[src/rtl/sdrc_app_arb.sv]
// Multi-channel application arbiter in front of the SDRAM controller core.
// Round-robin request grant, write-data ownership, and read-return routing via a tag FIFO.
module sdrc_app_arb #(
  parameter int NUM_CH    = 4,
  parameter int APP_AW    = 26,
  parameter int dw        = 32,
  parameter int bl        = 9,
  parameter int RDQ_DEPTH = 4
) (
  input  logic                     sdram_clk,
  input  logic                     sdram_rst,
  input  logic [NUM_CH-1:0]        ch_req,
  input  logic [NUM_CH*APP_AW-1:0] ch_req_addr,
  input  logic [NUM_CH*bl-1:0]     ch_req_len,
  input  logic [NUM_CH-1:0]        ch_req_wr_n,
  output logic [NUM_CH-1:0]        ch_req_ack,
  input  logic [NUM_CH*dw-1:0]     ch_wr_data,
  input  logic [NUM_CH*dw/8-1:0]   ch_wr_en_n,
  output logic [NUM_CH-1:0]        ch_wr_next,
  output logic [NUM_CH-1:0]        ch_rd_valid,
  output logic [NUM_CH-1:0]        ch_last_rd,
  output logic [dw-1:0]            ch_rd_data,
  output logic                     app_req,
  output logic [APP_AW-1:0]        app_req_addr,
  output logic [bl-1:0]            app_req_len,
  output logic                     app_req_wr_n,
  input  logic                     app_req_ack,
  output logic [dw-1:0]            app_wr_data,
  output logic [dw/8-1:0]          app_wr_en_n,
  input  logic                     app_wr_next_req,
  input  logic                     app_last_wr,
  input  logic                     app_rd_valid,
  input  logic                     app_last_rd,
  input  logic [dw-1:0]            app_rd_data,
  output logic                     rd_orphan
);

  localparam int CW = (NUM_CH > 1) ? $clog2(NUM_CH) : 1;
  localparam int PW = $clog2(RDQ_DEPTH);
  localparam int BW = dw / 8;

  typedef enum logic [1:0] {
    IDLE,
    REQ,
    WDATA
  } state_e;

  state_e          state_q;
  logic [CW-1:0]   g_q;
  logic [CW-1:0]   w_q;
  logic [CW-1:0]   rr_ptr_q;
  logic [CW-1:0]   rr_ptr_d;
  logic            app_req_q;

  logic [CW-1:0]   tag_mem [RDQ_DEPTH];
  logic [PW-1:0]   wr_ptr_q;
  logic [PW-1:0]   rd_ptr_q;
  logic [PW:0]     count_q;
  logic [PW:0]     count_d;
  logic            rd_orphan_q;

  logic            fifo_full;
  logic            fifo_empty;
  logic [CW-1:0]   head;
  logic            push;
  logic            pop;
  logic            accept;

  logic [NUM_CH-1:0] eligible;
  logic              grant_vld;
  logic [CW-1:0]     grant_idx;

  assign fifo_full  = (count_q == (PW+1)'(RDQ_DEPTH));
  assign fifo_empty = (count_q == '0);
  assign head       = tag_mem[rd_ptr_q];

  assign accept = (state_q == REQ) && app_req_ack;
  assign pop    = app_rd_valid && app_last_rd && !fifo_empty;
  // A read can only be granted with room in the FIFO; the guard keeps a
  // direction flip during REQ from overrunning it.
  assign push   = accept && app_req_wr_n && (!fifo_full || pop);

  assign rr_ptr_d = (g_q == CW'(NUM_CH - 1)) ? '0 : g_q + CW'(1);

  // NOTE: every variable written in always_comb gets a default first so no latch is inferred.
  always_comb begin
    int idx;
    idx       = 0;
    grant_vld = 1'b0;
    grant_idx = '0;
    eligible  = '0;
    for (int i = 0; i < NUM_CH; i++) begin
      eligible[i] = ch_req[i] && (!ch_req_wr_n[i] || !fifo_full);
    end
    for (int k = 0; k < NUM_CH; k++) begin
      idx = int'(rr_ptr_q) + k;
      if (idx >= NUM_CH) idx = idx - NUM_CH;
      if (!grant_vld && eligible[idx]) begin
        grant_vld = 1'b1;
        grant_idx = CW'(idx);
      end
    end
  end

  // NOTE: sequential state uses non-blocking assignments so all registers update together.
  always_ff @(posedge sdram_clk) begin
    if (sdram_rst) begin
      state_q   <= IDLE;
      g_q       <= '0;
      w_q       <= '0;
      rr_ptr_q  <= '0;
      app_req_q <= 1'b0;
    end else begin
      case (state_q)
        IDLE: begin
          if (grant_vld) begin
            g_q       <= grant_idx;
            app_req_q <= 1'b1;
            state_q   <= REQ;
          end
        end
        REQ: begin
          // The grant is held until acked, even if the requester withdraws.
          if (app_req_ack) begin
            rr_ptr_q  <= rr_ptr_d;
            app_req_q <= 1'b0;
            if (app_req_wr_n) begin
              state_q <= IDLE;
            end else begin
              w_q     <= g_q;
              state_q <= WDATA;
            end
          end
        end
        WDATA: begin
          if (app_wr_next_req && app_last_wr) state_q <= IDLE;
        end
        default: state_q <= IDLE;
      endcase
    end
  end

  always_comb begin
    count_d = count_q;
    case ({push, pop})
      2'b10:   count_d = count_q + (PW+1)'(1);
      2'b01:   count_d = count_q - (PW+1)'(1);
      default: count_d = count_q;
    endcase
  end

  always_ff @(posedge sdram_clk) begin
    if (sdram_rst) begin
      wr_ptr_q    <= '0;
      rd_ptr_q    <= '0;
      count_q     <= '0;
      rd_orphan_q <= 1'b0;
    end else begin
      count_q <= count_d;
      if (push) wr_ptr_q <= wr_ptr_q + PW'(1);
      if (pop)  rd_ptr_q <= rd_ptr_q + PW'(1);
      if (app_rd_valid && fifo_empty) rd_orphan_q <= 1'b1;
    end
  end

  // NOTE: tag storage is not reset; the pointers and count alone define which entries are valid.
  always_ff @(posedge sdram_clk) begin
    if (push) tag_mem[wr_ptr_q] <= g_q;
  end

  assign app_req      = app_req_q;
  assign app_req_addr = ch_req_addr[int'(g_q)*APP_AW +: APP_AW];
  assign app_req_len  = ch_req_len[int'(g_q)*bl +: bl];
  assign app_req_wr_n = ch_req_wr_n[g_q];
  assign app_wr_data  = (state_q == WDATA) ? ch_wr_data[int'(w_q)*dw +: dw] : '0;
  assign app_wr_en_n  = (state_q == WDATA) ? ch_wr_en_n[int'(w_q)*BW +: BW] : '1;
  assign ch_rd_data   = app_rd_data;
  assign rd_orphan    = rd_orphan_q;

  always_comb begin
    ch_req_ack  = '0;
    ch_wr_next  = '0;
    ch_rd_valid = '0;
    ch_last_rd  = '0;
    if (state_q == REQ)   ch_req_ack[g_q] = app_req_ack;
    if (state_q == WDATA) ch_wr_next[w_q] = app_wr_next_req;
    if (!fifo_empty) begin
      ch_rd_valid[head] = app_rd_valid;
      ch_last_rd[head]  = app_last_rd;
    end
  end

endmodule

[config.mk]
export PLATFORM = sky130hd
export DESIGN_NAME = sdrc_app_arb
export DESIGN_NICKNAME = d
export VERILOG_FILES = /design/src/rtl/sdrc_app_arb.sv
export SDC_FILE = /design/constraint.sdc
export NUM_CORES = 1
export LEC_CHECK = 0
export CAP_MARGIN = 20
export CORE_AREA = 5 5 171 173
export CTS_CLUSTER_SIZE = 40
export DETAILED_ROUTE_END_ITERATION = 10
export DIE_AREA = 0 0 176 178
export GPL_TIMING_DRIVEN = 0
export PLACE_DENSITY = 0.58
export SLEW_MARGIN = 20
export SYNTH_ARGS = -nofsm -noshare
export SYNTH_HDL_FRONTEND = slang
export SYNTH_SLANG_ARGS = --single-unit
[constraint.sdc]
create_clock -name sdram_clk -period 4 [get_ports sdram_clk]
set_input_delay 0.8 -clock sdram_clk [delete_from_list [all_inputs] [get_ports sdram_clk]]
set_output_delay 0.8 -clock sdram_clk [all_outputs]
set_load 0.05 [all_outputs]
==> impl_results.md, run 1 <==
- Crit path required time: 3200 ps
- R2r setup slk: 1090 ps
- Clock Path Buffers: 2
- CTS tree: done
- Initial antenna violation count: 3
- Die X: 176 um
- Dpl ws: 319 ps
- Ys Warns: 0
- Slew @ Worst Pin: 698 ps
- Die height: 178 um
- CTS Sinks: 27
- Total power draw: 1.51 mW
- WL/cell: 20.6 um
- Pre-antenna DRT Iters: 4
- Min-delay src: rd_orphan
- Detailed router's first-iteration violation count: 77
- Initial Utilization: 0.132
- VDD IR-drop max: 0.000161 V
- Run status: complete, no violations
- Grt total ovfl: 0
- Final Net Count: 1082
- Most common cell in the synthesized netlist: mux4_2
- HPWL after DPL: 20300 um
- Mapped Cells: 317
- PD cells: 182 nW/um^2
- Leak Pwr: 2.88 nW
- Vias in the first global route: 4653
- Max incr delay on CP: 810 ps
- Synth Flop Type: dfxtp_1
- Final WL: 22300 um
- Slew margin rel.: 0.534
- Max-slew violation count: 0
- Final core occ: 0.303
- Worst r2r dst: count_q[2]
- Slowest-stage cell, CP: clkdlybuf4s50_1
- Area grow syn2layout: 130%
- GRT Util Overall: 0.128
- Pin count of the biggest net entering global routing: 16
- Min-Delay Endpoint: rd_orphan
- Final hold slack: 469 ps
- Core area: 27500 sq um
- Share of layout cells above drive strength 1: 0.172
- Vias: 4365
- Startpoint class of the critical path: register
- Crit share post-route: 0.925
- Number of max-cap violations: 0
- Insertion delay to the later sink of the worst-skew pair: 260 ps
- Post-synth top area cell: mux4_2
- Setup crit end kind: output pin
- Mapped Area: 3630 sq um
- RSZ-0062 raised after global routing: false
- EDFF count, synth: 8
- Number of buffers added on ports: 419
- Critical setup path kind: reg -> out
- Die area: 31300 sq um
- Tmin final: 3700 ps
- Hold WC Path Type: reg -> reg
- Number of antenna cells inserted: 0
- Syn Area/Cell: 11.4 sq um
- Highest Clock Rate: 270 MHz
- R2R depth: 10
- Register area share after synthesis: 0.171
- Row count: 61
- Final count of hold timing violations: 0
- Final clock skew: 5.98 ps
- Setup_tns: 0 ps
- Post-synth top area share: 0.459
- Post-synth top cells: 74 x mux4_2, 40 x and2_1, 33 x buf_4, 23 x nor2_1, 19 x dfxtp_1
- CTS clk-pin slew, worst paths: 60 ps
- Yosys reg bits: 27
- RR Startpoint: g_q[0]
- Worst Hold Depth: 2
- WP data arrival: 2900 ps
- Most frequent CP cell: clkbuf_1
- Via-per-instance ratio: 4.02
- CP Cell Sequence: nor2b_1 > clkbuf_1 > clkbuf_1 > and2_1 > clkdlybuf4s50_1
- Distinct cell type count after synthesis: 38
- Final worst slack: 301 ps
- Filler cell count: 2848
- RePlAce Congestion: 0.767
- Mapped Nets: 658
- First-pass GRT wire length: 30000 um
- Endpoints failing setup: 0
- DRC errors left: 0
- CTS Buf Count: 3
- Area contributors post-synth: mux4_2 46%, dfxtp_1 10%, and2_1 6.9%, buf_4 6.8%, edfxtp_1 6.6%
- Ports: 453
- Post-synthesis async set-or-reset flop share: 0
- Clock root cell: clkbuf_16
- H-Tree Level Count: 1
- Post-route ant nets: 0
- Critical Path Fanout Max: 10
==> state kept, by name, summed over array words and instances, names as in the netlist, named ones only <==
name and count:
state_q 2, rd_ptr_q 2, wr_ptr_q 2, w_q 2, rr_ptr_q 2, app_req 1, tag_mem 8, rd_orphan 1
count_q 3, g_q 2
==> power by group <==
group | switching, mW | leakage, nW | total, mW | internal [mW]
Clock | 0.0907 | 0.0409 | 0.225 | 0.135
Sequential | 0.0145 | 0.228 | 0.307 | 0.293
Combinational | 0.459 | 2.61 | 0.981 | 0.522
Total | 0.564 | 2.88 | 1.51 | 0.950
==> repair_timing <==
item                       4_1_cts  5_1_grt
hold buffers                     0        0
setup endpoints to repair        0        2
setup buffers                    0        0
gates resized for setup          0        1
==> cell usage in the layout, fill, tap and decap left out, types with 2 or more instances in the layout <==
cell             instances
clkdlybuf4s50_1        419
mux4_2                  74
and2_1                  40
buf_4                   33
nor2_1                  23
dfxtp_1                 19
nand2_1                 14
clkbuf_1                11
inv_1                   10
a21oi_1                 10
buf_2                    9
ha_1                     9
edfxtp_1                 8
nor3_1                   6
nand2b_1                 6
nand3_1                  4
nor3b_1                  3
buf_1                    3
or2_2                    3
mux2i_1                  3
xor2_1                   3
clkbuf_16                3
or3_1                    2
and3_1                   2
o21ai_2                  2
nand4bb_1                2
o21ai_0                  2
nand4_1                  2
xnor2_1                  2
==> how the worst max path moves through the flow <==
stage              startpoint               to  cells after the start
5_1_grt            state_q[1]    ch_wr_next[1]                      5
6_report           state_q[1]  app_wr_data[28]                      5
3_5_place_dp           g_q[1]    ch_req_ack[0]                      6
2_1_floorplan  ch_req_wr_n[3]       count_q[2]                     10
3_3_place_gp           g_q[1]    ch_req_ack[0]                      6
4_1_cts                g_q[1]    ch_req_ack[0]                      6
==> metrics by stage <==
stage               instance area (sq um)  cells
finish                               8340   1086
floorplan                            3630    317
CTS                                  8340   1086
global route                         8340   1086
detailed placement                   8260   1082
global placement                     8260   1082
==> metal layers <==
layer  global-route usage  vias to the layer above  part of all wire
met5                    0                        -            0.0018
met4              0.00292                        6            0.0027
met3               0.0490                        8              0.11
met2                0.253                      273              0.54
met1                0.137                     2046              0.35
li1                     -                     2032                 -
==> kinds of logic (layout without fill, tap and decap cells) <==
| kind of cell | count (synthesis) | after routing | share of synthesized area |
|---|---|---|---|
| compound gates | 22 | 22 | 0.0428 |
| simple gates | 109 | 109 | 0.163 |
| xor+xnor | 5 | 5 | 0.0121 |
| buf+inv | 67 | 490 | 0.107 |
| flops | 27 | 27 | 0.171 |
| mux | 77 | 77 | 0.468 |
| fa+ha+maj | 10 | 10 | 0.0366 |
==> worst max-delay path: cells and delay by family (launching register included) <==
family | cells | cell delay (ps)
AND/OR/NAND/NOR | 2 | 520
flip-flops | 1 | 380
buffers and inverters | 3 | 1750
==> area by class of cell <==
class	instances	area, sq um	area share
buffer	57	350	0.0420
clock buffer	3	75.1	0.00900
clock inverter	1	5.00	0.000600
inverter	10	37.5	0.00450
multi-input combinational	223	2620	0.314
sequential	27	621	0.0744
tap	346	433	0.0519
timing repair buffer	419	4190	0.503
Note: power is estimated with default switching activity, not from simulation.
==> run 2: changes to the inputs <==
--- a/config.mk
+++ b/config.mk
@@ -6,12 +6,12 @@
 export NUM_CORES = 1
 export LEC_CHECK = 0
 export CAP_MARGIN = 20
-export CORE_AREA = 5 5 171 173
+export CORE_AREA = 5 5 172 174
 export CTS_CLUSTER_SIZE = 40
 export DETAILED_ROUTE_END_ITERATION = 10
-export DIE_AREA = 0 0 176 178
+export DIE_AREA = 0 0 177 179
 export GPL_TIMING_DRIVEN = 0
-export PLACE_DENSITY = 0.58
+export PLACE_DENSITY = 0.57
 export SLEW_MARGIN = 20
 export SYNTH_ARGS = -nofsm -noshare
 export SYNTH_HDL_FRONTEND = slang
==> constraint.sdc (replaced) <==
create_clock -name sdram_clk -period 3.45 [get_ports sdram_clk]
set_input_delay 0.69 -clock sdram_clk [delete_from_list [all_inputs] [get_ports sdram_clk]]
set_output_delay 0.69 -clock sdram_clk [all_outputs]
set_load 0.05 [all_outputs]
==> impl_results.md, run 2 (synthesized netlist as in run 1, its figures left out) <==
- Final clock skew: 3.15 ps (-2.83 ps)
- Initial Utilization: 0.131 (-0.000730)
- Clock root cell: clkbuf_16
- Leak Pwr: 3.10 nW (+7.6%)
- Crit share post-route: 0.961
- HPWL after DPL: 20000 um (-1.4%)
- WL/cell: 19.8 um (-3.7%)
- Die area: 31700 sq um (+1.1%)
- Max-slew violation count: 0 (unchanged)
- Row count: 61 (unchanged)
- Crit path required time: 2760 ps (-440 ps)
- VDD IR-drop max: 0.000174 V (+8.0%)
- Setup crit end kind: output pin
- H-Tree Level Count: 1 (unchanged)
- Placed cell area: 8300 sq um (+0.49%)
- Tmin final: 3320 ps
- Die X: 177 um (+0.57%)
- Final hold slack: 478 ps (+8.46 ps)
- CTS Buf Count: 3 (unchanged)
- Vias: 4344 (-0.48%)
- Final WL: 22100 um (-0.98%)
- Initial antenna violation count: 5 (+2)
- Share of layout cells above drive strength 1: 0.181 (+0.00970)
- WP data arrival: 2630 ps (-270 ps)
- Setup Buffers After CTS: 0 (unchanged)
- Design area: 8420 sq um (+0.96%)
- Number of buffers added on ports: 419 (unchanged)
- Detailed router's first-iteration violation count: 128 (+66%)
- GRT Util Overall: 0.124 (-0.00410)
- Sw Pwr: 0.643 mW (+14%)
- Top Registers: tag_mem x8, count_q x3
- Slew @ Worst Pin: 684 ps (-15.0 ps)
- Grt total ovfl: 0 (unchanged)
- Run status: complete, no violations
- DRC errors left: 0 (unchanged)
- Final worst slack: 134 ps (-167 ps)
- Final Net Count: 1081 (-0.092%)
- Commonest cells after routing, fill and taps aside: 402 x clkdlybuf4s50_1, 74 x mux4_2, 40 x and2_1
- RePlAce Congestion: 0.737 (-3.9%)
- Endpoints failing setup: 0 (unchanged)
- Critical setup path kind: reg -> out
- Critical Path Fanout Max: 10 (unchanged)
- Vias in the first global route: 4804 (+3.2%)
- Startpoint class of the critical path: register
- Most common cell after layout, fill and taps aside: clkdlybuf4s50_1
- Gate power share: 0.647 (about the same)
- Final core occ: 0.305 (+0.00122)
- Number of antenna cells inserted: 0 (unchanged)
- Total power draw: 1.74 mW (+15%)
- R2R depth: 10 (unchanged)
- Insertion delay to the later sink of the worst-skew pair: 260 ps (about the same)
- P_int: 1.10 mW (+16%)
- Area grow syn2layout: 132%
- Pin count of the biggest net entering global routing: 16 (unchanged)
- Slew margin rel.: 0.544 (+0.00924)
- Dpl ws: -212 ps (-531 ps)
- Via-per-instance ratio: 3.89 (-3.2%)
- PD cells: 207 nW/um^2 (+14%)
- Max reg flops: 8 (unchanged)
- Number of max-cap violations: 0 (unchanged)
- Register with the most flip-flops: tag_mem
- Ports: 453 (unchanged)
- Pre-antenna DRT Iters: 4 (unchanged)
- Worst Hold Depth: 2 (unchanged)
- Final count of hold timing violations: 0 (unchanged)
- Highest Clock Rate: 302 MHz
- Core area: 27600 sq um (+0.56%)
- CTS tree: done
- Sequential fraction of design power: 0.205 (+0.002)
- CTS Sinks: 27 (unchanged)
- CTS clk-pin slew, worst paths: 60 ps (about the same)
- Hold WC Path Type: reg -> reg
- Clock power frac: 0.148 (about the same)
- RSZ-0062 raised after global routing: false
- Clock Path Buffers: 2 (unchanged)
- Post-route ant nets: 0 (unchanged)
- Sw frac: 0.369 (-0.00402)
- Die height: 179 um (+0.56%)
- First-pass GRT wire length: 29600 um (-1.4%)
-- run 2: timing repair --
action,in CTS,in global routing
gates cloned,0,0
setup endpoints to repair,51,27
resized for setup,18,13
hold buffers,0,0
-- run 2: per-stage QoR --
step / instances / TNS (ps)
after global placement: 1114 / -665
after CTS: 1118 / 0
after floorplan: 317 / 0
after global routing: 1117 / 0
final: 1117 / 0
after detailed placement: 1114 / -808
-- run 2: worst paths after layout --
check,from,endpoint,slack [ps]
max,g_q[0],app_req_addr[9],130
min,rd_orphan,rd_orphan,480
max reg2reg,g_q[0],count_q[2],670
min reg2reg,rd_orphan,rd_orphan,480
-- run 2: area by class of cell --
| type | count | area [sq um] |
|---|---|---|
| Buffer | 56 | 369 |
| Multi-Input combinational cell | 223 | 2620 |
| Fill cell | 2949 | 19200 |
| Tap cell | 378 | 473 |
| Inverter | 10 | 37.5 |
| Clock buffer | 3 | 75.1 |
| Timing Repair Buffer | 419 | 4210 |
| Sequential cell | 27 | 622 |
| Clock inverter | 1 | 5.00 |
-- run 2: power by group through the flow --
stage               combinational [mW]  sequential (mW)  clock (mW)
finish                            1.13            0.358       0.258
global route                      1.19            0.360       0.281
CTS                               1.14            0.358       0.267
detailed placement                1.14            0.364           0
global placement                  1.14            0.364           0
floorplan                        0.567            0.366           0
-- run 2: metal layers --
| layer | up-vias | global-route usage | wire, um |
|---|---|---|---|
| met4 | 10 | 0.00193 | 13 |
| li1 | 2033 | - | - |
| met1 | 2041 | 0.130 | 7640 |
| met5 | - | 0 | 56 |
| met2 | 250 | 0.247 | 12000 |
| met3 | 10 | 0.0491 | 2400 |
-- run 2: worst max-delay path, stage by stage, from the launching register on --
cell,delay (ps)
dfxtp_2,500
buf_4,310
buf_4,280
mux4_2,530
clkdlybuf4s50_1,740
